## config.mk

```make
export PLATFORM = sky130hd
export DESIGN_NAME = pipeline_hazard_controller_flat
export DESIGN_NICKNAME = d
export VERILOG_FILES = /design/src/rtl/pipeline_hazard_controller_if.sv /design/src/rtl/pipeline_hazard_controller.sv /design/src/flat_wrapper.sv
export SDC_FILE = /design/constraint.sdc
export NUM_CORES = 1
export LEC_CHECK = 0
export BUFFER_PORTS_ARGS = -buffer_cell sky130_fd_sc_hd__clkbuf_2
export CAP_MARGIN = 10
export CORE_MARGIN = 2
export CORE_UTILIZATION = 52
export CTS_CLUSTER_SIZE = 8
export DETAILED_ROUTE_END_ITERATION = 16
export PLACE_DENSITY = 0.79
export SYNTH_ARGS = -nofsm -noshare
export SYNTH_HDL_FRONTEND = slang
export SYNTH_SLANG_ARGS = --single-unit
```

## constraint.sdc

```tcl
create_clock -name clk -period 2.1 [get_ports clk]
set_clock_uncertainty 0.1 [all_clocks]
set_input_delay 0.315 -clock clk [delete_from_list [all_inputs] [get_ports clk]]
set_output_delay 0.315 -clock clk [all_outputs]
set_load 0.005 [all_outputs]
```

## src/rtl/pipeline_hazard_controller_if.sv

```systemverilog
// Handshake bundle between the ID/EX datapath and the hazard controller.
// master = datapath side, slave = hazard controller.
interface pipeline_hazard_controller_if #(
  parameter int REG_AW = 3
);
  logic [REG_AW-1:0] ID_Rs1;
  logic [REG_AW-1:0] ID_Rs2;
  logic [REG_AW-1:0] ID_Rd;
  logic              ID_Valid;
  logic              ID_RegWrite;
  logic              ID_MemRead;
  logic              Branch_Taken;
  logic              Mem_Ready;
  logic              Stall;
  logic              Flush_ID;
  logic              Freeze;
  logic [1:0]        Forward_A;
  logic [1:0]        Forward_B;
  logic [15:0]       Stall_Cycles;

  modport master (
    output ID_Rs1, ID_Rs2, ID_Rd,
    output ID_Valid, ID_RegWrite, ID_MemRead,
    output Branch_Taken, Mem_Ready,
    input  Stall, Flush_ID, Freeze,
    input  Forward_A, Forward_B, Stall_Cycles
  );

  modport slave (
    input  ID_Rs1, ID_Rs2, ID_Rd,
    input  ID_Valid, ID_RegWrite, ID_MemRead,
    input  Branch_Taken, Mem_Ready,
    output Stall, Flush_ID, Freeze,
    output Forward_A, Forward_B, Stall_Cycles
  );
endinterface

```

## src/rtl/pipeline_hazard_controller.sv

```systemverilog
// Hazard unit: load-use/RAW stall, MEM-wait freeze, branch flush, EX forwarding.
// Define FORWARDING_EN for forwarding; otherwise every RAW hazard stalls.
module pipeline_hazard_controller #(
  parameter int REG_AW = 3
) (
  input logic clk,
  input logic reset,
  pipeline_hazard_controller_if.slave hz
);

  typedef struct packed {
    logic              valid;
    logic [REG_AW-1:0] rd;
    logic              rw;
    logic              mr;
  } stage_t;

  typedef enum logic {RUN, MEM_WAIT} state_t;

  stage_t      ex_q, mem_q, wb_q, ex_d;
  state_t      state_q, state_d;
  logic [1:0]  fwd_a_q, fwd_a_d;
  logic [1:0]  fwd_b_q, fwd_b_d;
  logic [15:0] cnt_q, cnt_d;

  logic ex_wr, mem_wr, mem_load, frz;
  logic a_ex, b_ex, a_mem, b_mem;
  logic raw, stall, flush, enter;

  assign ex_wr  = ex_q.valid & ex_q.rw & (ex_q.rd != '0);
  assign mem_wr = mem_q.valid & mem_q.rw & (mem_q.rd != '0);

  assign a_ex  = ex_wr  & (hz.ID_Rs1 != '0) & (hz.ID_Rs1 == ex_q.rd);
  assign b_ex  = ex_wr  & (hz.ID_Rs2 != '0) & (hz.ID_Rs2 == ex_q.rd);
  assign a_mem = mem_wr & (hz.ID_Rs1 != '0) & (hz.ID_Rs1 == mem_q.rd);
  assign b_mem = mem_wr & (hz.ID_Rs2 != '0) & (hz.ID_Rs2 == mem_q.rd);

  assign mem_load = mem_q.valid & mem_q.mr;
  assign frz = (mem_load | (state_q == MEM_WAIT)) & ~hz.Mem_Ready;

`ifdef FORWARDING_EN
  assign raw = ex_q.mr & (a_ex | b_ex);
`else
  assign raw = a_ex | b_ex | a_mem | b_mem;
`endif

  // Freeze dominates both branch flush and stall
  assign stall = hz.ID_Valid & raw & ~hz.Branch_Taken & ~frz;
  assign flush = hz.Branch_Taken & ~frz;
  assign enter = hz.ID_Valid & ~stall & ~flush;

  assign hz.Stall        = stall;
  assign hz.Flush_ID     = flush;
  assign hz.Freeze       = frz;
  assign hz.Forward_A    = fwd_a_q;
  assign hz.Forward_B    = fwd_b_q;
  assign hz.Stall_Cycles = cnt_q;

  always_comb begin
    ex_d = '0;
    if (enter) begin
      ex_d.valid = 1'b1;
      ex_d.rd    = hz.ID_Rd;
      ex_d.rw    = hz.ID_RegWrite;
      ex_d.mr    = hz.ID_MemRead;
    end
  end

  always_comb begin
    fwd_a_d = 2'b00;
    fwd_b_d = 2'b00;
`ifdef FORWARDING_EN
    if (enter) begin
      if (a_ex)       fwd_a_d = 2'b01;
      else if (a_mem) fwd_a_d = 2'b10;
      if (b_ex)       fwd_b_d = 2'b01;
      else if (b_mem) fwd_b_d = 2'b10;
    end
`endif
  end

  always_comb begin
    state_d = state_q;
    unique case (state_q)
      RUN:      if (mem_load && !hz.Mem_Ready) state_d = MEM_WAIT;
      MEM_WAIT: if (hz.Mem_Ready) state_d = RUN;
      default:  state_d = RUN;
    endcase
  end

  always_comb begin
    cnt_d = cnt_q;
    if ((stall | frz) && (cnt_q != 16'hFFFF)) cnt_d = cnt_q + 16'd1;
  end

  always_ff @(posedge clk or posedge reset) begin
    if (reset) begin
      ex_q    <= '0;
      mem_q   <= '0;
      wb_q    <= '0;
      state_q <= RUN;
      fwd_a_q <= 2'b00;
      fwd_b_q <= 2'b00;
      cnt_q   <= '0;
    end else begin
      state_q <= state_d;
      cnt_q   <= cnt_d;
      if (!frz) begin
        ex_q    <= ex_d;
        mem_q   <= ex_q;
        wb_q    <= mem_q;
        fwd_a_q <= fwd_a_d;
        fwd_b_q <= fwd_b_d;
      end
    end
  end

endmodule

```

## src/flat_wrapper.sv

```systemverilog
// flat-port wrapper written by rule: the top's interface ports become plain ports
module pipeline_hazard_controller_flat 
#(
  parameter int REG_AW = 3
)
  (clk, reset, hz_ID_Rs1, hz_ID_Rs2, hz_ID_Rd, hz_ID_Valid, hz_ID_RegWrite, hz_ID_MemRead, hz_Branch_Taken, hz_Mem_Ready, hz_Stall, hz_Flush_ID, hz_Freeze, hz_Forward_A, hz_Forward_B, hz_Stall_Cycles);
  pipeline_hazard_controller_if #(.REG_AW(REG_AW)) hz_i ();
  input logic clk;
  input logic reset;
  input wire logic [$bits(hz_i.ID_Rs1)-1:0] hz_ID_Rs1;
  input wire logic [$bits(hz_i.ID_Rs2)-1:0] hz_ID_Rs2;
  input wire logic [$bits(hz_i.ID_Rd)-1:0] hz_ID_Rd;
  input wire logic [$bits(hz_i.ID_Valid)-1:0] hz_ID_Valid;
  input wire logic [$bits(hz_i.ID_RegWrite)-1:0] hz_ID_RegWrite;
  input wire logic [$bits(hz_i.ID_MemRead)-1:0] hz_ID_MemRead;
  input wire logic [$bits(hz_i.Branch_Taken)-1:0] hz_Branch_Taken;
  input wire logic [$bits(hz_i.Mem_Ready)-1:0] hz_Mem_Ready;
  output wire logic [$bits(hz_i.Stall)-1:0] hz_Stall;
  output wire logic [$bits(hz_i.Flush_ID)-1:0] hz_Flush_ID;
  output wire logic [$bits(hz_i.Freeze)-1:0] hz_Freeze;
  output wire logic [$bits(hz_i.Forward_A)-1:0] hz_Forward_A;
  output wire logic [$bits(hz_i.Forward_B)-1:0] hz_Forward_B;
  output wire logic [$bits(hz_i.Stall_Cycles)-1:0] hz_Stall_Cycles;
  assign hz_i.ID_Rs1 = hz_ID_Rs1;
  assign hz_i.ID_Rs2 = hz_ID_Rs2;
  assign hz_i.ID_Rd = hz_ID_Rd;
  assign hz_i.ID_Valid = hz_ID_Valid;
  assign hz_i.ID_RegWrite = hz_ID_RegWrite;
  assign hz_i.ID_MemRead = hz_ID_MemRead;
  assign hz_i.Branch_Taken = hz_Branch_Taken;
  assign hz_i.Mem_Ready = hz_Mem_Ready;
  assign hz_Stall = hz_i.Stall;
  assign hz_Flush_ID = hz_i.Flush_ID;
  assign hz_Freeze = hz_i.Freeze;
  assign hz_Forward_A = hz_i.Forward_A;
  assign hz_Forward_B = hz_i.Forward_B;
  assign hz_Stall_Cycles = hz_i.Stall_Cycles;
  pipeline_hazard_controller #(.REG_AW(REG_AW)) u_core (.clk(clk), .reset(reset), .hz(hz_i));
endmodule
```

Word-level counts from Yosys, hierarchy flattened
Index checks and enable logic that the tools add are counted.
Operators by class
  add/subtract/negate cells: 1
  $mul: 0
  div/mod/pow operators: 0
  magnitude comparators: 0
  eq/ne operators: 5
  shift-type cells: 0
  muxes and demuxes: 4
  bitwise operators: 31
  reduce and logical (&&, ||, !) cells: 7
Operators by type and width (count)
  1-bit bitwise AND: 20
  16-bit by 1-bit adder with 16-bit output (second input constant): 1
  16-bit inequality test (second input constant): 1
  3-bit equality test: 4
  3-bit nonzero test: 4
  6-bit two-way mux: 1
  1-bit inverter: 6
  1-bit OR: 5
  1-bit logical AND: 2
  1-bit two-way mux: 2
  1-bit one-hot mux with 2 select lines: 1
  1-bit zero test: 1
Storage, ports and cells
  flip-flop bits (word level): 29
  bits in latches: 0
  memory bits (writable): 0
  memory bits (read-only): 0
  input port bits: 16
  output and inout port bits: 23
  word-level logic and storage cells: 58
  memories: 0

Depth between registers and ports, before layout
Gate-level depths: netlist of run 1.
  word-level depth: 14
  gate-level depth with buffers: 7
  gate-level depth less buffers: 6

Worst setup path after synthesis of run 1
OpenSTA, ideal clock, no wires.
  kind: register to register
  start: reg u_core.ex_q[4] in the netlist's numbering
  end: reg u_core.cnt_q[11] (netlist: u_core.hz.Stall_Cycles[11])
  setup time: 138 ps
  arrival: 1684 ps
  data required time: 1862 ps
  slack: 178 ps
  cell stages (with the launch flop): 7
  path buffers: 1
  clock period less this slack: 1922 ps
  path through: dfrtp_1 o311a_1 nor2b_1 a211oi_2 buf_6 nor4_1 xor2_1
On the way
  word-level cells in the longest chain between the ends: 12
  elaborated cells on any way between the ends: 16
  classes of those cells: eq/ne (2); bitwise (12); reduce/logical (2)
Ends and longest elaborated chain
  start, declared: line pipeline_hazard_controller.sv:20  | stage_t ex_q, mem_q, wb_q, ex_d;
  start signal, assigned: line pipeline_hazard_controller.sv:98  | ex_q <= '0;
  start signal, assigned: line pipeline_hazard_controller.sv:109  | ex_q <= ex_d;
  3-bit nonzero test: line pipeline_hazard_controller.sv:30  | assign ex_wr = ex_q.valid & ex_q.rw & (ex_q.rd != '0);
  1-bit bitwise AND: line pipeline_hazard_controller.sv:30
  1-bit bitwise AND (on tied branches) (2 in a row): line pipeline_hazard_controller.sv:33, pipeline_hazard_controller.sv:34
  1-bit OR (*) (3 in a row): line pipeline_hazard_controller.sv:44  | assign raw = a_ex | b_ex | a_mem | b_mem;
  1-bit bitwise AND (*) (3 in a row): line pipeline_hazard_controller.sv:48  | assign stall = hz.ID_Valid & raw & ~hz.Branch_Taken & ~frz;
  1-bit OR (*): line pipeline_hazard_controller.sv:93  | if ((stall | frz) && (cnt_q != 16'hFFFF)) cnt_d = cnt_q + 16'd1;
  1-bit logical AND (*): line pipeline_hazard_controller.sv:93
  end signal, assigned: line pipeline_hazard_controller.sv:107  | cnt_q <= cnt_d;
  end, declared: line pipeline_hazard_controller.sv:24  | logic [15:0] cnt_q, cnt_d;
Every way passes the cells marked *; elsewhere a longest branch is shown, timed or not.
A chain may end at the register's enable or synchronous reset.

Final worst setup path of run 1
  start: reg u_core.ex_q[2] in the netlist's numbering
  end: reg u_core.cnt_q[1] (netlist: u_core.hz.Stall_Cycles[1])
The elaborated chain is that of the path after synthesis.

==> results.ini, run 1 <==
[logic_synthesis]
yosysSeqAreaShare_pct=48.4
synth_most_common_cell=dfrtp_1
synth_edf_count=0
yosysWarnings=0
netlist_instances=127
ys_types=36
yosysTopAreaCell=dfrtp_1
mappedNetlistArea_mm2=0.00150
synth_area_per_cell_um2=11.8
synth_area_leaders=dfrtp_1, xor2_1, xnor2_1
async_flop_share_pct=100
yosys-top-cells-count=dfrtp_1, xor2_1, xnor2_1, nand3_1, mux2_2
ys.flop_type=dfrtp_1
yosysTopAreaCellShare_pct=48.4
synth_seq_cells=29

[global_routing]
grt_use_total_pct=20.5
globalRoute.totalOverflow=0
antenna_found_initial=0
grt_max_degree=30
grt_pass1_wl_um=5130
grt_pass1_vias=1125

[placement]
hpwlAfterDp_um=2230
place_ws_ps=16.8
routabilityCongestion=0.854
port_buffers=34

[cells_and_area]
insertedDiodeCount=0
fin_nets=192
final_layout_size_suffix_gt1_share_pct=40.0
syn_to_final_growth_pct=22.5

[worst_setup_path]
arrival_ps=2190
crit_path_top_delay_cell=dfrtp_2
reg2regPathDepth=7
r2r_start=u_core.ex_q[2]$_DFFE_PP0N_
critPathBufInv=2
rr_endpoint=u_core.hz.Stall_Cycles[1]$_DFFE_PP0P_
r2r_slack_ps=10
slowest_delay_ps=450
required_ps=2200
endpoint_kind=flip-flop
critPathTopFamily=compound AO/OA/AOI/OAI gates
critPathMaxFanout=15
cp-start-kind=flip-flop
path_cells=buf_4 > o311a_1 > nor2b_1 > a211oi_2 > buf_6 > nor2_2 > mux2_4
criticalPathCategory=reg -> reg

[cts]
cts_tree=built
clk_latency_ps=310
cts.sinks=29
ctsHtreeMaxLevel=2
cts-root-buf=clkbuf_4
clockBufferDepth=2
clkTransAtPathRegs_ps=80
cts_made_buffers=5

[power]
p_per_area_mw_per_mm2=666
internal-power_uw=887
power_leakage_uw=0.000899
p_total_uw=1220
p_sw_share_pct=27.5
vdd_ir_drop_max_v=0.000560
pwr-share-clk_pct=26.7
seqPwrFrac_pct=55.3
power_switching_uw=336
comb_power_share_pct=18.0

[min_path]
hp-class=in -> reg
hold_start=hz_Mem_Ready
holdPathStages=2
min_to=u_core.state_q$_DFF_PP0_

[floorplanning]
start_util_pct=54.4
fp.dieH_um=57.7
num_rows=19
die-area_mm2=0.00333
fp.coreArea_mm2=0.00276
io_pins=39
die_w_um=57.7

[timing]
grt_setup_unrepaired=true
min_period_ps=2090
setup_violations=0
finalWorstSetupSlack_ps=14.6
timing.final.crit_share_pct=99.3
drv_slew=0
report.final.hold_viol_count=0
fmax_ghz=0.480

[flow_run]
drv_cap=0

[route]
drc=0
drt_pass1_iterations=4
wl_per_cell_um=14.3
vias=1144
wl_um=2940
via_per_inst=5.55
drtIter0Drc=19
drtAntennaViolNets=0

[outcome]
run_status=completed

## final cells by class
class / count / area [µm²]
clock buffers: 7 / 55.1
fillers: 218 / 922
repair buffers: 44 / 255
flip-flops and latches: 29 / 729
inverters: 1 / 3.75
well taps: 31 / 38.8
multi-input cells: 94 / 753
## through the flow
stage                     util [%]  cells  hold slack, ps  setup TNS, ps  instance area (µm²)
after floorplan                  -    130             281              0                 1510
after global placement        62.6    196             272              0                 1730
after detailed placement      62.6    196             285              0                 1730
after CTS                     65.0    204            69.0              0                 1790
after global routing          66.6    206            76.4           -222                 1840
final                         66.6    206            78.2              0                 1840
## logic make-up after synthesis
kind of cell	synth area share, %
multiplexers	5.51
XOR/XNOR	15.8
adder cells (fa/ha/maj)	0.835
other	0.250
AO/OA/AOI/OAI	8.93
AND/OR/NAND/NOR	17.0
flip-flops	48.4
buffers and inverters	3.25
## worst max-delay path by stage
stage | start | to | slack, ps | cells after the start
3_3_place_gp | u_core.mem_q[4]$_DFFE_PP0N_ | u_core.hz.Stall_Cycles[1]$_DFFE_PP0P_ | 70 | 6
2_1_floorplan | u_core.ex_q[4]$_DFFE_PP0N_ | u_core.hz.Stall_Cycles[11]$_DFFE_PP0P_ | 180 | 6
6_report | u_core.ex_q[2]$_DFFE_PP0N_ | u_core.hz.Stall_Cycles[1]$_DFFE_PP0P_ | 10 | 7
4_1_cts | u_core.mem_q[4]$_DFFE_PP0N_ | u_core.hz.Stall_Cycles[1]$_DFFE_PP0P_ | 7 | 6
5_1_grt | u_core.ex_q[2]$_DFFE_PP0N_ | u_core.hz.Stall_Cycles[1]$_DFFE_PP0P_ | -70 | 7
3_5_place_dp | u_core.mem_q[3]$_DFFE_PP0N_ | u_core.hz.Stall_Cycles[1]$_DFFE_PP0P_ | 20 | 6
## worst reg2reg max path, cell delays in order, from the launching register on
cell and delay (ps):
dfrtp_2 450, buf_4 150, o311a_1 320, nor2b_1 160, a211oi_2 220, buf_6 200
nor2_2 80, mux2_4 300
## power by group through the flow
stage          Combinational [µW]  Clock [µW]  Sequential [µW]
6_report                      220         327              676
5_1_grt                       249         359              686
4_1_cts                       218         338              675
3_5_place_dp                  215           0              686
3_3_place_gp                  207           0              681
2_1_floorplan                 128           0              679
## registers in the layout, summed over array words and instances (netlist names)
signal                  cells
u_core.hz.Stall_Cycles     16
u_core.ex_q                 6
u_core.mem_q                6
u_core.state_q              1
## metal layers
| metal | up-vias | wire [µm] | track usage (%) |
|---|---|---|---|
| li1 | 543 | - | - |
| met1 | 558 | 1220 | 25.7 |
| met2 | 35 | 1510 | 34.3 |
| met3 | 8 | 163 | 5.13 |
| met4 | 0 | 54 | 7.97 |
| met5 | - | 0 | 0 |
## cells in the final DEF, fill, tap and decap left out, drive strengths merged, types with 4 or more instances in the layout
cell type  count
nor3           5
nor4b          4
a22o           5
mux2           7
dfrtp         29
nand3          7
nor2           5
conb           4
buf           10
clkbuf        40
xnor2          9
xor2          18
nor4           4
## timing repair
action,in CTS,in global routing
endpoints found under the hold margin,29,0
pin swaps,0,2
buffers inserted,0,2
resized for setup,1,10
gates cloned,0,0
hold buffers,1,0
setup endpoints to repair,1,18
(Power assumes the default switching activity.)
==> inputs of run 2 (changes only) <==
--- a/config.mk
+++ b/config.mk
@@ -7,11 +7,13 @@
 export LEC_CHECK = 0
 export BUFFER_PORTS_ARGS = -buffer_cell sky130_fd_sc_hd__clkbuf_2
 export CAP_MARGIN = 10
+export CELL_PAD_IN_SITES_DETAIL_PLACEMENT = 2
+export CELL_PAD_IN_SITES_GLOBAL_PLACEMENT = 2
 export CORE_MARGIN = 2
-export CORE_UTILIZATION = 52
+export CORE_UTILIZATION = 33
 export CTS_CLUSTER_SIZE = 8
 export DETAILED_ROUTE_END_ITERATION = 16
-export PLACE_DENSITY = 0.79
+export PLACE_DENSITY = 0.78
 export SYNTH_ARGS = -nofsm -noshare
 export SYNTH_HDL_FRONTEND = slang
 export SYNTH_SLANG_ARGS = --single-unit
==> run 2 against run 1 <==
Effect of this change:
- the flow now finishes with violations (hold timing, setup timing)
- die area is 53% higher
- register-to-register slack got worse by 50 ps
- combinational power increased by 17%
- global-route usage decreased by 3.9 points
- critical endpoint unchanged
==> results.ini, run 2 (same netlist as run 1, synthesis figures left out) <==
[placement]
port_buffers=34  ; unchanged
hpwlAfterDp_um=2800  ; +26%
routabilityCongestion=0.697  ; -18%
dpl_cell_area_mm2=0.00175  ; +1.5%
place_ws_ps=-114  ; -131 ps

[cts]
clk_latency_ps=270  ; -40 ps
cts_tree=built
cts_made_buffers=5  ; unchanged
clkTransAtPathRegs_ps=60  ; -20 ps
cts.sinks=29  ; unchanged
clockBufferDepth=2  ; unchanged
cts-root-buf=clkbuf_8
ctsHtreeMaxLevel=2  ; unchanged

[floorplanning]
die-area_mm2=0.00510  ; +53%
fp.coreArea_mm2=0.00435  ; +58%
num_rows=24  ; +5
die_w_um=71.4  ; +24%
start_util_pct=34.4  ; -20 points
fp.dieH_um=71.4  ; +24%
io_pins=39  ; unchanged

[timing]
finalWorstSetupSlack_ps=-37.8  ; -52.3 ps
setup_violations=5  ; +5
drv_slew=0  ; unchanged
grt_setup_unrepaired=true
fmax_ghz=0.468  ; -2.4%
report.final.hold_viol_count=13  ; +13
fin_hold_ws_ps=-5.38  ; -83.6 ps
min_period_ps=2140  ; +52.3 ps
timing.final.crit_share_pct=102  ; +2.5 points

[global_routing]
grt_max_degree=30  ; unchanged
globalRoute.totalOverflow=0  ; unchanged
grt_use_total_pct=16.6  ; -3.9 points
grt_pass1_wl_um=6740  ; +31%
antenna_found_initial=0  ; unchanged
grt_pass1_vias=1333  ; +18%

[worst_setup_path]
path_cells=o311a_1 > nor2b_1 > a211oi_2 > buf_4 > buf_8 > nor2_2 > mux2_4
slowest_delay_ps=450  ; about the same
crit_path_top_delay_cell=dfrtp_2
criticalPathCategory=reg -> reg
critPathMaxFanout=7  ; -8
endpoint_kind=flip-flop
cp-start-kind=flip-flop
arrival_ps=2190  ; about the same
r2r_slack_ps=-40  ; -50 ps
required_ps=2160  ; -40 ps

[cells_and_area]
insertedDiodeCount=0  ; unchanged
postLayoutCoreUtil_pct=48.4  ; -18 points
fillers=446  ; +100%
fin_nets=198  ; +3.1%
final_cell_mix=clkbuf_2, dfrtp_1, xor2_1
syn_to_final_growth_pct=40.6
final_area_mm2=0.00211  ; +15%
final_layout_size_suffix_gt1_share_pct=53.8  ; +14 points
final_common_cell=clkbuf_2
largest_register_ffs=16  ; unchanged

[outcome]
run_status=finished, violations left
violations=hold timing, setup timing

[route]
drt_pass1_iterations=4  ; unchanged
vias=1195  ; +4.5%
wl_um=4490  ; +52%
drtIter0Drc=36  ; +17
via_per_inst=5.11  ; -8.0%
wl_per_cell_um=19.2  ; +34%
drc=0  ; unchanged
drtAntennaViolNets=0  ; unchanged

[flow_run]
drv_cap=0  ; unchanged

[power]
power_leakage_uw=0.00101  ; +12%
vdd_ir_drop_max_v=0.000358  ; -36%
p_per_area_mw_per_mm2=653  ; -2.0%
p_total_uw=1380  ; +13%

[min_path]
hp-class=in -> async

run 2: cell types whose count changed in the layout (fill, tap and decap cells not counted), sizes merged:
cell         change
buf              +6
clkbuf           +2
dlygate4sd3      -1
run 2: area by class of cell:
class	instances	area [µm²]	area share, %
Clock buffer	8	80.1	3.80
Inverter	1	3.75	0.178
Multi-Input combinational cell	94	915	43.4
Sequential cell	29	734	34.9
Tap cell	52	65.1	3.09
Timing Repair Buffer	50	309	14.7
run 2: path summary, 6_finish.rpt:
| check | from | to | cells after the start |
|---|---|---|---|
| max | u_core.ex_q[4]$_DFFE_PP0N_ | u_core.hz.Stall_Cycles[1]$_DFFE_PP0P_ | 7 |
| min | reset | u_core.hz.Stall_Cycles[8]$_DFFE_PP0P_ | 3 |
| max reg2reg | u_core.ex_q[4]$_DFFE_PP0N_ | u_core.hz.Stall_Cycles[1]$_DFFE_PP0P_ | 7 |
| min reg2reg | u_core.hz.Stall_Cycles[15]$_DFFE_PP0P_ | u_core.hz.Stall_Cycles[15]$_DFFE_PP0P_ | 1 |
| max in group asynchronous | reset | u_core.mem_q[3]$_DFFE_PP0N_ | 3 |
| min in group clk | hz_Mem_Ready | u_core.state_q$_DFF_PP0_ | 2 |
run 2: worst max-delay path: cells and delay by family, from the launching register on:
family                 cells  cell delay (ps)
multiplexers               1              300
buffers and inverters      2              320
AND/OR/NAND/NOR            2              220
flip-flops                 1              450
AO/OA/AOI/OAI              2              640
run 2: metal layers:
| metal | vias to the layer above | part of all wire [%] | track usage (%) |
|---|---|---|---|
| li1 | 556 | - | - |
| met1 | 602 | 39 | 21.1 |
| met2 | 31 | 56 | 29.3 |
| met3 | 6 | 4.4 | 3.66 |
| met4 | 0 | 0.89 | 3.14 |
| met5 | - | 0 | 0 |
run 2: power breakdown:
| group | total (µW) | leakage (µW) | internal [µW] | switching, µW |
|---|---|---|---|---|
| Clock | 433 | 0.0000395 | 235 | 198 |
| Sequential | 685 | 0.000362 | 612 | 73.0 |
| Combinational | 258 | 0.000607 | 133 | 125 |
run 2: stage by stage:
step,std cells,setup TNS (ps)
2_1_floorplan,130,0
3_3_place_gp,217,0
3_5_place_dp,217,-689
4_1_cts,227,0
5_1_grt,234,-1450
6_report,234,-83.9
run 2: timing repair:
item	4_1_cts	5_1_grt
gates cloned	1	0
setup buffers	1	7
setup endpoints to repair	18	16
hold buffers	0	0
resized for setup	7	37
pin swaps	1	17
